`config.mk`:
```
export PLATFORM = sky130hd
export DESIGN_NAME = cpu6_memarb
export DESIGN_NICKNAME = d
export VERILOG_FILES = /design/src/rtl/cpu6_memarb_pkg.sv /design/src/rtl/cpu6_memarb_prio.sv /design/src/rtl/cpu6_memarb.sv
export SDC_FILE = /design/constraint.sdc
export NUM_CORES = 1
export LEC_CHECK = 0
export ABC_CLOCK_PERIOD_IN_PS = 4800
export BUFFER_PORTS_ARGS = -buffer_cell sky130_fd_sc_hd__buf_2
export CAP_MARGIN = 10
export CORE_ASPECT_RATIO = 1.2
export CORE_MARGIN = 2
export CORE_UTILIZATION = 45
export DETAILED_ROUTE_END_ITERATION = 12
export HOLD_SLACK_MARGIN = 0.15
export PLACE_DENSITY = 0.89
export SLEW_MARGIN = 25
export SYNTH_ARGS = -nofsm -noshare
export SYNTH_HDL_FRONTEND = slang
export SYNTH_SLANG_ARGS = --single-unit
```
`constraint.sdc`:
```
create_clock -name clk -period 4.8 [get_ports clk]
set_input_delay 0.96 -clock clk [delete_from_list [all_inputs] [get_ports clk]]
set_output_delay 0.96 -clock clk [all_outputs]
set_load 0.01 [all_outputs]
```
`src/rtl/cpu6_memarb_pkg.sv`:
```
// Shared types and widths for the I/D memory arbiter.
package cpu6_memarb_pkg;

  localparam int CPU6_XLEN              = 32;
  localparam int CPU6_MEMARB_STATE_SIZE = 3;

  typedef enum logic [CPU6_MEMARB_STATE_SIZE-1:0] {
    CPU6_MEMARB_IDLE   = 3'd0,
    CPU6_MEMARB_BUSY_I = 3'd1,
    CPU6_MEMARB_BUSY_D = 3'd2,
    CPU6_MEMARB_RESP_I = 3'd3,
    CPU6_MEMARB_RESP_D = 3'd4
  } memarb_state_e;

endpackage

```
`src/rtl/cpu6_memarb_prio.sv`:
```
// Port pick for the arbiter: D wins by default, I is forced through once
// STARVE_MAX consecutive D grants have been made while fetch was waiting.
module cpu6_memarb_prio #(
  parameter int STARVE_MAX = 4
) (
  input  logic clk,
  input  logic reset,
  input  logic arb_en_i,
  input  logic ireq_i,
  input  logic iflush_i,
  input  logic dreq_i,
  output logic grant_d_o,
  output logic grant_i_o
);

  localparam int CW = $clog2(STARVE_MAX + 1);
  localparam logic [CW-1:0] SMAX = CW'(STARVE_MAX);

  logic [CW-1:0] starve_q, starve_d;
  logic          pick_d, pick_i;

  always_comb begin
    pick_d   = dreq_i && (!ireq_i || iflush_i || (starve_q < SMAX));
    pick_i   = !pick_d && ireq_i && !iflush_i;
    starve_d = starve_q;
    if (arb_en_i) begin
      // a flushed fetch is not really waiting, so it neither counts nor clears
      if (pick_i || !ireq_i)
        starve_d = '0;
      else if (pick_d && !iflush_i && (starve_q != SMAX))
        starve_d = starve_q + 1'b1;
    end
  end

  always_ff @(posedge clk or posedge reset) begin
    if (reset) starve_q <= '0;
    else       starve_q <= starve_d;
  end

  assign grant_d_o = arb_en_i && pick_d;
  assign grant_i_o = arb_en_i && pick_i;

endmodule

```
`src/rtl/cpu6_memarb.sv`:
```
// Single-ported memory shared by fetch (I) and MEM stage (D) with a locked
// grant; all outputs are registered.
module cpu6_memarb
  import cpu6_memarb_pkg::*;
#(
  parameter int XLEN       = CPU6_XLEN,
  parameter int STARVE_MAX = 4
) (
  input  logic            clk,
  input  logic            reset,
  input  logic            ireq,
  input  logic [XLEN-1:0] iaddr,
  input  logic            iflush,
  output logic            iack,
  output logic [XLEN-1:0] irdata,
  input  logic            dreq,
  input  logic            dwe,
  input  logic [XLEN-1:0] daddr,
  input  logic [XLEN-1:0] dwdata,
  output logic            dack,
  output logic [XLEN-1:0] drdata,
  output logic            mreq,
  output logic            mwe,
  output logic [XLEN-1:0] maddr,
  output logic [XLEN-1:0] mwdata,
  input  logic [XLEN-1:0] mrdata,
  input  logic            mack
);

  memarb_state_e   state_q, state_d;
  logic            mreq_q, mreq_d;
  logic            mwe_q, mwe_d;
  logic [XLEN-1:0] maddr_q, maddr_d;
  logic [XLEN-1:0] mwdata_q, mwdata_d;
  logic [XLEN-1:0] rdata_q, rdata_d;
  logic            iack_q, iack_d;
  logic            dack_q, dack_d;
  logic            drop_q, drop_d;
  logic            grant_d, grant_i;

  cpu6_memarb_prio #(.STARVE_MAX(STARVE_MAX)) u_prio (
    .clk       (clk),
    .reset     (reset),
    .arb_en_i  (state_q == CPU6_MEMARB_IDLE),
    .ireq_i    (ireq),
    .iflush_i  (iflush),
    .dreq_i    (dreq),
    .grant_d_o (grant_d),
    .grant_i_o (grant_i)
  );

  always_comb begin
    state_d  = state_q;
    mreq_d   = mreq_q;
    mwe_d    = mwe_q;
    maddr_d  = maddr_q;
    mwdata_d = mwdata_q;
    rdata_d  = rdata_q;
    iack_d   = 1'b0;
    dack_d   = 1'b0;
    drop_d   = drop_q;

    case (state_q)
      CPU6_MEMARB_IDLE: begin
        if (grant_d) begin
          state_d  = CPU6_MEMARB_BUSY_D;
          mreq_d   = 1'b1;
          mwe_d    = dwe;
          maddr_d  = daddr;
          mwdata_d = dwdata;
        end else if (grant_i) begin
          state_d  = CPU6_MEMARB_BUSY_I;
          mreq_d   = 1'b1;
          mwe_d    = 1'b0;
          maddr_d  = iaddr;
          mwdata_d = '0;
        end
      end
      CPU6_MEMARB_BUSY_I: begin
        if (iflush) drop_d = 1'b1;
        if (mack) begin
          state_d = CPU6_MEMARB_RESP_I;
          mreq_d  = 1'b0;
          mwe_d   = 1'b0;
          rdata_d = mrdata;
          // a flush landing on the completion edge must still suppress iack
          iack_d  = !(drop_q || iflush);
        end
      end
      CPU6_MEMARB_BUSY_D: begin
        if (mack) begin
          state_d = CPU6_MEMARB_RESP_D;
          mreq_d  = 1'b0;
          mwe_d   = 1'b0;
          rdata_d = mrdata;
          dack_d  = 1'b1;
        end
      end
      CPU6_MEMARB_RESP_I: begin
        state_d = CPU6_MEMARB_IDLE;
        drop_d  = 1'b0;
      end
      CPU6_MEMARB_RESP_D: state_d = CPU6_MEMARB_IDLE;
      default:            state_d = CPU6_MEMARB_IDLE;
    endcase
  end

  always_ff @(posedge clk or posedge reset) begin
    if (reset) begin
      state_q  <= CPU6_MEMARB_IDLE;
      mreq_q   <= 1'b0;
      mwe_q    <= 1'b0;
      maddr_q  <= '0;
      mwdata_q <= '0;
      rdata_q  <= '0;
      iack_q   <= 1'b0;
      dack_q   <= 1'b0;
      drop_q   <= 1'b0;
    end else begin
      state_q  <= state_d;
      mreq_q   <= mreq_d;
      mwe_q    <= mwe_d;
      maddr_q  <= maddr_d;
      mwdata_q <= mwdata_d;
      rdata_q  <= rdata_d;
      iack_q   <= iack_d;
      dack_q   <= dack_d;
      drop_q   <= drop_d;
    end
  end

  assign mreq   = mreq_q;
  assign mwe    = mwe_q;
  assign maddr  = maddr_q;
  assign mwdata = mwdata_q;
  assign iack   = iack_q;
  assign dack   = dack_q;
  assign irdata = rdata_q;
  assign drdata = rdata_q;

endmodule
```
==> results of run 1 <==
## metrics by stage
step,hold WS [ps],setup WS [ps],std cells
2_1_floorplan,410,1020,438
3_3_place_gp,434,1580,771
3_5_place_dp,433,1730,772
4_1_cts,443,2110,788
5_1_grt,462,2070,789
6_report,443,2220,789
## cells by family (layout without fill, tap and decap cells)
family	count (synthesis)	after routing
mux	33	33
buf+inv	107	326
flops	107	107
simple gates	48	48
fa+ha+maj	2	2
compound gates	141	141
## sequential cells by signal, summed over array words and instances (netlist names)
name and flops:
drop_q 1, state_q 3, u_prio.starve_q 3, maddr 32, iack 1, mreq 1, drdata 32, mwdata 32
mwe 1, dack 1
## cell usage in the layout (no fill, tap or decap), drive strengths merged, types with 3 or more instances in the layout
cell type  instances
a22o              34
a21o               3
mux2              33
o21ai             33
nand2b             5
nor3               3
buf              272
a21oi              3
a22oi             32
and2              32
dfrtp            107
inv               41
a221oi            32
clkinv             3
clkbuf             9
## worst min path at each step
stage | cells after the start | startpoint | end | slack [ps]
2_1_floorplan | 1 | drop_q | iack | 410
3_3_place_gp | 1 | drop_q | iack | 430
3_5_place_dp | 1 | drop_q | iack | 430
4_1_cts | 1 | drop_q | iack | 440
5_1_grt | 1 | drop_q | iack | 460
6_report | 1 | drop_q | iack | 440
## cell type report
cell class	instances	area, um^2
fill	922	4480
sequential	107	2680
multi-input combinational	224	1780
inverter	38	145
clock inverter	7	68.8
timing repair buffer	272	1390
tap	132	165
clock buffer	9	225
## report_power, final
group          switching (mW)  total, mW  leakage (nW)  internal [mW]
logic                   0.945       1.79          1.90          0.850
registers               0.260       1.59          1.28           1.33
clock network           0.351      0.717         0.143          0.366
total                    1.56       4.10          3.32           2.54
## per-layer routing
| layer | vias to the layer above | wire length [um] |
|---|---|---|
| li1 | 1973 | - |
| met1 | 2013 | 4900 |
| met2 | 222 | 6300 |
| met3 | 30 | 941 |
| met4 | 0 | 317 |
| met5 | - | 0 |
## critical path: cells and delay by family
kind            cells  cell delay (ps)
compound gates      2              850
buf+inv             3              920
==> key figures, run 1 <==
Status
  • Outcome: completed

Finish
  • Final core utilization: 0.590
  • Net count of the finished layout: 789
  • Antenna diode instance count: 0
  • Share of cells above drive strength 1: 0.496
  • P&R area growth vs syn: 29.2%
  • Final instance area: 6450 um^2

Clocking
  • Clock Tree Buf Depth: 2
  • Post-CTS setup-driven buffer insertion count: 0
  • Number of clock sinks: 107
  • Clock tree from TritonCTS: done
  • Post-cts gate resize count: 0
  • Maximum level of the CTS H-tree: 3
  • CTS root buf: sky130_fd_sc_hd__clkbuf_16
  • Hold-fix buffer count after cts: 0
  • Cts bufs inserted: 9
  • Clock latency on the worst-skew pair: 340 ps
  • Clock slew at the register clock pins of the worst setup and hold paths: 70 ps

Yosys
  • Average footprint of a synthesized cell: 11.4 um^2
  • XOR/XNOR Fraction of Synth Area: 0
  • Synthesized-area fraction occupied by ao, oa, aoi and oai cells: 0.211
  • Count of flip-flops with a built-in enable after synthesis: 0
  • Netlist Area Pre-Place: 4990 um^2
  • Net count after synthesis: 575
  • Share of the yosys chip area belonging to registers: 0.537
  • Number of storage elements in the synthesis netlist: 107
  • Distinct cell type count of the synthesized netlist: 28
  • Most frequent cells after synthesis: sky130_fd_sc_hd__dfrtp_1, sky130_fd_sc_hd__inv_1, sky130_fd_sc_hd__a22o_1
  • Area share of the leading cell type in the synthesized netlist: 0.537
  • Most frequently used flop master after synthesis: sky130_fd_sc_hd__dfrtp_1
  • Largest family of logic cells by synthesized area: compound AO/OA/AOI/OAI gates
  • Area share of and/or/nand/nor cells after synthesis: 0.0602
  • Mapped Cells: 438
  • Share of flip-flops with an asynchronous set or reset after synthesis: 1.00
  • Yosys top cell by area: sky130_fd_sc_hd__dfrtp_1
  • Cells taking the most area after synthesis: sky130_fd_sc_hd__dfrtp_1, sky130_fd_sc_hd__mux2_2, sky130_fd_sc_hd__a22o_1
  • Post-Synth Adder-Cell Area: 0.00502
  • Most frequently used cell type in the post-synthesis netlist: sky130_fd_sc_hd__dfrtp_1
  • Multiplexer share of the synthesized area: 0.0745
  • Number of synthesis warnings: 0

Setup path
  • Crit-path max cell delay: 640 ps
  • Worst setup slack for register-to-register paths: 2740 ps
  • CP startpoint: dreq
  • Biggest fanout along the worst timing path: 66
  • Arr. time, crit path: 2760 ps
  • Termination of the worst setup path: maddr[17]
  • Reg-to-reg critical path startpoint: state_q[0]
  • Type of the worst setup path: input pin to flop
  • CP endpoint kind: flop
  • Critical path data required time: 4980 ps
  • Slowest CP cell: sky130_fd_sc_hd__a21o_4
  • Startpoint Class: input pin
  • R2R depth: 3
  • Crit path cell chain: buf_2, inv_1, buf_4, a21o_4, a22oi_1
  • R2r endpoint: drdata[8]

Floorplanning
  • Top-level port count: 267
  • Die outline width: 100 um
  • Placeable core area: 10900 um^2
  • Area of the die: 11900 um^2
  • Initial standard-cell utilization of the core: 0.457
  • Die H: 119 um
  • Count of standard-cell rows: 42

Timing
  • Period minus WS final: 2580 ps
  • Final setup viols: 0
  • Worst rel slew slack: 0.320
  • Maximum clock frequency: 388 MHz
  • Worst clock skew on the final layout: 11.8 ps
  • Final sum of negative setup slack: 0 ps
  • Final number of max-transition violations: 0
  • Transition at the pin with the smallest max-transition slack: 1020 ps
  • Final count of hold timing violations: 0
  • Setup repair after global routing missed its margin: false
  • Final period utilization: 0.537

Global route
  • Wire length of the first global-routing pass: 19100 um
  • Global-route congestion overflow total: 0
  • Met3 demand-to-capacity share in global routing: 0.0458
  • Global-route track usage on met2: 0.337
  • Busiest layer in global routing: met2
  • Tot GR Track Use: 0.199
  • Maximum number of pins on one net before global-route repair: 69
  • Number of global-route vias before repair: 3976
  • Met1 Resource Use GR: 0.245
  • Antenna violations before repair: 1

Detailed routing
  • Post-DRT Antenna Nets: 0
  • DR iter-0 viols: 207
  • Via count normalized by instance count: 5.37
  • Routed via count: 4238
  • Final routed wirelength across all metal layers: 12500 um
  • Detailed-route DRC error count: 0
  • Average detailed-routed wire length per instance: 15.8 um
  • Number of optimization iterations in the first detailed-route pass: 5

Place
  • Port-buffer cells: 266
  • Global placement routability congestion: 0.798
  • Post-detail-place hpwl: 8920 um
  • Placed inst area: 6140 um^2

Pwr
  • Largest voltage drop on the vdd net: 277 uV
  • Cell leakage power: 3.32 nW
  • Overall power consumption: 4.10 mW
  • Power density cells: 636 nW/um^2

Flow run
  • # Max-Cap Violations: 0

Hold path
  • Type of the worst min-delay path: flop to flop
Note: power is estimated with default switching activity, not from simulation.
==> run 2, diff against run 1 <==
--- a/config.mk
+++ b/config.mk
@@ -5,7 +5,7 @@
 export SDC_FILE = /design/constraint.sdc
 export NUM_CORES = 1
 export LEC_CHECK = 0
-export ABC_CLOCK_PERIOD_IN_PS = 4800
+export ABC_CLOCK_PERIOD_IN_PS = 2500
 export BUFFER_PORTS_ARGS = -buffer_cell sky130_fd_sc_hd__buf_2
 export CAP_MARGIN = 10
 export CORE_ASPECT_RATIO = 1.2
==> constraint.sdc (replaced) <==
create_clock -name clk -period 2.5 [get_ports clk]
set_input_delay 0.5 -clock clk [delete_from_list [all_inputs] [get_ports clk]]
set_output_delay 0.5 -clock clk [all_outputs]
set_load 0.01 [all_outputs]
==> key figures, run 2 (synthesis gave the netlist of run 1 again) <==
Status
  • Outcome: completed

Finish
  • Highest-count cells in the layout ignoring fill and taps: sky130_fd_sc_hd__buf_2, sky130_fd_sc_hd__dfrtp_1, sky130_fd_sc_hd__inv_1, sky130_fd_sc_hd__a22o_1
  • Leading cell type in the layout, fill and taps excluded: sky130_fd_sc_hd__buf_2
  • Final standard cell count with taps included and fillers excluded: 796
  • Share of cells above drive strength 1: 0.500
  • Antenna diode instance count: 0
  • P&R area growth vs syn: 30.1%
  • Final core utilization: 0.594
  • Net count of the finished layout: 796
  • Final instance area: 6490 um^2
  • Layout fillers: 889

Pwr
  • Overall power consumption: 7.94 mW
  • Power density cells: 1220 nW/um^2
  • Largest voltage drop on the vdd net: 593 uV
  • Cell leakage power: 3.35 nW

Floorplanning
  • Initial standard-cell utilization of the core: 0.457
  • Area of the die: 11900 um^2
  • Placeable core area: 10900 um^2
  • Top-level port count: 267
  • Die H: 119 um
  • Count of standard-cell rows: 42
  • Die outline width: 100 um

Clocking
  • Post-cts gate resize count: 0
  • Maximum level of the CTS H-tree: 3
  • Clock latency on the worst-skew pair: 340 ps
  • CTS root buf: sky130_fd_sc_hd__clkbuf_16
  • Clock slew at the register clock pins of the worst setup and hold paths: 80 ps
  • Clock tree from TritonCTS: done
  • Cts bufs inserted: 9
  • Number of clock sinks: 107
  • Post-CTS setup-driven buffer insertion count: 0
  • Clock Tree Buf Depth: 2
  • Hold-fix buffer count after cts: 0

Hold path
  • Type of the worst min-delay path: input pin to asynchronous set/reset pin

Detailed routing
  • Number of optimization iterations in the first detailed-route pass: 4
  • Average detailed-routed wire length per instance: 16.1 um
  • Final routed wirelength across all metal layers: 12800 um
  • Routed via count: 4262
  • Via count normalized by instance count: 5.35
  • DR iter-0 viols: 191
  • Post-DRT Antenna Nets: 0
  • Detailed-route DRC error count: 0

Place
  • Post-detail-place hpwl: 9270 um
  • Global placement routability congestion: 0.799
  • Placed inst area: 6200 um^2
  • Worst setup slack after placement: 643 ps
  • Port-buffer cells: 266
  • Post-placement cell count: 780

Timing
  • Worst clock skew on the final layout: 9.85 ps
  • Final number of max-transition violations: 0
  • Final setup viols: 0
  • Worst rel slew slack: 0.625
  • Final count of hold timing violations: 0
  • Setup repair after global routing missed its margin: false
  • Maximum clock frequency: 531 MHz
  • Period minus WS final: 1880 ps
  • Final period utilization: 0.754
  • Worst slack on hold paths: 294 ps
  • Final Worst Setup Slack: 616 ps
  • Transition at the pin with the smallest max-transition slack: 563 ps
  • Final sum of negative setup slack: 0 ps

Setup path
  • Slowest CP cell: sky130_fd_sc_hd__or3_1
  • Type of the worst setup path: flop to flop
  • CP endpoint kind: flop
  • Crit-path max cell delay: 440 ps
  • Most prevalent standard cell on the critical path: sky130_fd_sc_hd__buf_4
  • Arr. time, crit path: 2160 ps
  • Crit path cell chain: or3_1, buf_4, nor3_4, buf_4, a22o_1
  • Critical path data required time: 2770 ps
  • Biggest fanout along the worst timing path: 33
  • Startpoint Class: flop
  • Worst setup slack for register-to-register paths: 620 ps

Global route
  • Antenna violations before repair: 0
  • Number of global-route vias before repair: 4134
  • Maximum number of pins on one net before global-route repair: 108
  • Tot GR Track Use: 0.209
  • Wire length of the first global-routing pass: 19900 um
  • Global-route congestion overflow total: 0

Flow run
  • # Max-Cap Violations: 0
-- run 2: final cells by class --
class	count	area, um^2	share of cell area
well taps	132	165	0.0254
clock inverters	7	67.6	0.0104
inverters	38	146	0.0225
multi-input cells	224	1770	0.272
clock buffers	9	225	0.0347
repair buffers	279	1440	0.222
flip-flops and latches	107	2680	0.412
-- run 2: where the power goes --
group | switching [mW] | internal (mW)
Sequential | 0.500 | 2.55
Combinational | 1.84 | 1.66
Clock | 0.693 | 0.705
-- run 2: worst paths after layout --
path | startpoint | endpoint | depth (start not counted)
worst max-delay path | state_q[0] | mwdata[14] | 5
worst min-delay path | reset | drdata[23] | 3
worst max register to register | state_q[0] | mwdata[14] | 5
worst min register to register | drop_q | iack | 1
max in group asynchronous | reset | maddr[8] | 3
min in group clk | dwdata[17] | mwdata[17] | 2
-- run 2: routing by layer --
layer	vias to the layer above	global-route usage	routed length (um)
li1	1991	-	-
met1	2044	0.250	5020
met2	212	0.372	6760
met3	15	0.0399	883
met4	0	0.0685	176
met5	-	0	0
-- run 2: worst max-delay path, delay by kind of cell (launching register included) --
kind,cells,cell delay [ps]
buffers and inverters,2,580
flip-flops,1,430
AO/OA/AOI/OAI,1,200
AND/OR/NAND/NOR,2,580
==> run 3, diff against run 2 <==
--- a/config.mk
+++ b/config.mk
@@ -5,7 +5,7 @@
 export SDC_FILE = /design/constraint.sdc
 export NUM_CORES = 1
 export LEC_CHECK = 0
-export ABC_CLOCK_PERIOD_IN_PS = 2500
+export ABC_CLOCK_PERIOD_IN_PS = 1900
 export BUFFER_PORTS_ARGS = -buffer_cell sky130_fd_sc_hd__buf_2
 export CAP_MARGIN = 10
 export CORE_ASPECT_RATIO = 1.2
==> constraint.sdc (replaced) <==
create_clock -name clk -period 1.9 [get_ports clk]
set_input_delay 0.38 -clock clk [delete_from_list [all_inputs] [get_ports clk]]
set_output_delay 0.38 -clock clk [all_outputs]
set_load 0.01 [all_outputs]
==> key figures, run 3 (synthesis gave the netlist of run 1 again) <==
Clocking
  • CTS root buf: sky130_fd_sc_hd__clkbuf_16
  • Maximum level of the CTS H-tree: 3
  • Post-CTS setup-driven buffer insertion count: 0
  • Clock tree from TritonCTS: done
  • Cts bufs inserted: 9
  • Number of clock sinks: 107
  • Post-cts gate resize count: 0
  • Clock slew at the register clock pins of the worst setup and hold paths: 80 ps
  • Hold-fix buffer count after cts: 0
  • Clock Tree Buf Depth: 2
  • Clock latency on the worst-skew pair: 350 ps

Timing
  • Maximum clock frequency: 576 MHz
  • Final sum of negative setup slack: 0 ps
  • Final Worst Setup Slack: 164 ps
  • Worst clock skew on the final layout: 14.2 ps
  • Final period utilization: 0.914
  • Transition at the pin with the smallest max-transition slack: 571 ps
  • Final count of hold timing violations: 0
  • Worst rel slew slack: 0.619
  • Final number of max-transition violations: 0
  • Period minus WS final: 1740 ps
  • Setup repair after global routing missed its margin: false
  • Worst slack on hold paths: 151 ps
  • Final setup viols: 0

Pwr
  • Overall power consumption: 10.5 mW
  • Largest voltage drop on the vdd net: 738 uV
  • Power density cells: 1610 nW/um^2
  • Reported net switching power: 4.00 mW
  • Combinational share of power: 0.442
  • Cell leakage power: 3.36 nW
  • Clock share of power: 0.177
  • Sw frac: 0.380
  • Sequential Power Share: 0.381
  • Power Internal: 6.52 mW

Finish
  • Net count of the finished layout: 794
  • Layout fillers: 915
  • Share of cells above drive strength 1: 0.498
  • P&R area growth vs syn: 31.0%
  • Highest-count cells in the layout ignoring fill and taps: sky130_fd_sc_hd__buf_2, sky130_fd_sc_hd__dfrtp_1, sky130_fd_sc_hd__inv_1, sky130_fd_sc_hd__a22o_1
  • Leading cell type in the layout, fill and taps excluded: sky130_fd_sc_hd__buf_2
  • Antenna diode instance count: 0

Place
  • Post-detail-place hpwl: 9230 um
  • Port-buffer cells: 266
  • Global placement routability congestion: 0.845
  • Worst setup slack after placement: 169 ps

Setup path
  • Startpoint Class: flop
  • Type of the worst setup path: flop to flop
  • Critical path data required time: 2180 ps
  • Crit path cell chain: or3_1, buf_4, nor3_4, buf_12, a22o_1
  • Crit-path max cell delay: 430 ps
  • Slowest CP cell: sky130_fd_sc_hd__dfrtp_1
  • Arr. time, crit path: 2020 ps
  • CP endpoint kind: flop
  • Biggest fanout along the worst timing path: 35

Floorplanning
  • Area of the die: 11900 um^2
  • Top-level port count: 267
  • Die H: 119 um
  • Placeable core area: 10900 um^2
  • Count of standard-cell rows: 42
  • Initial standard-cell utilization of the core: 0.457
  • Die outline width: 100 um

Detailed routing
  • Detailed-route DRC error count: 0
  • DR iter-0 viols: 309
  • Routed via count: 4295
  • Via count normalized by instance count: 5.41
  • Final routed wirelength across all metal layers: 12700 um
  • Post-DRT Antenna Nets: 0
  • Average detailed-routed wire length per instance: 16.0 um
  • Number of optimization iterations in the first detailed-route pass: 5

Global route
  • Tot GR Track Use: 0.208
  • Wire length of the first global-routing pass: 19700 um
  • Antenna violations before repair: 0
  • Number of global-route vias before repair: 4185
  • Maximum number of pins on one net before global-route repair: 108
  • Global-route congestion overflow total: 0

Hold path
  • Type of the worst min-delay path: input pin to asynchronous set/reset pin

Flow run
  • # Max-Cap Violations: 0

Status
  • Outcome: completed
run 3: cell count changes in the layout (fill, tap and decap cells not counted):
cell | before | now
sky130_fd_sc_hd__buf_4 | 12 | 6
sky130_fd_sc_hd__buf_12 | 1 | 5
sky130_fd_sc_hd__clkinv_8 | 0 | 1
sky130_fd_sc_hd__clkinvlp_4 | 2 | 1
run 3: worst paths after layout:
path / start / slack (ps) / cells after the start / to
worst min-delay path: reset / 150 / 3 / mwdata[8]
worst max-delay path: state_q[0] / 160 / 5 / mwdata[4]
worst min register to register: drop_q / 450 / 1 / iack
min in group clk: dwdata[15] / 240 / 2 / mwdata[15]
worst max register to register: state_q[0] / 160 / 5 / mwdata[4]
max in group asynchronous: reset / 1270 / 3 / maddr[15]
run 3: worst max-delay path, delay by kind of cell (launching register included):
| family | cells | cell delay, ps |
|---|---|---|
| compound gates | 1 | 160 |
| buf+inv | 2 | 470 |
| flops | 1 | 430 |
| simple gates | 2 | 600 |
run 3: routing by layer:
metal  vias up  global-route usage  share of wire
met2       234               0.377           0.53
met1      2044               0.243           0.38
met3        25              0.0282          0.071
met4         0              0.0865          0.020
li1       1992                   -              -
met5         -                   0              0
run 3: area by class of cell:
class                      count  area (um^2)  share of cell area
multi-input combinational    224         1770               0.271
inverter                      38          146              0.0224
clock buffer                   9          225              0.0345
timing repair buffer         277         1480               0.226
clock inverter                 7         76.3              0.0117
tap                          132          165              0.0253
sequential                   107         2680               0.410
run 3: power by group through the flow:
stage	combinational, mW	sequential, mW	clock (mW)
2_1_floorplan	2.68	4.47	0
3_3_place_gp	4.55	3.98	0
3_5_place_dp	4.71	4.04	0
4_1_cts	4.71	4.01	1.91
5_1_grt	5.08	4.14	2.01
6_report	4.65	4.01	1.86
run 3: stage by stage:
| stage | area (um^2) | utilization | instances |
|---|---|---|---|
| final | 6540 | 0.598 | 794 |
| after detailed placement | 6230 | 0.570 | 778 |
| after floorplan | 4990 | - | 438 |
| after global placement | 6230 | 0.570 | 778 |
| after CTS | 6540 | 0.598 | 794 |
| after global routing | 6540 | 0.598 | 794 |
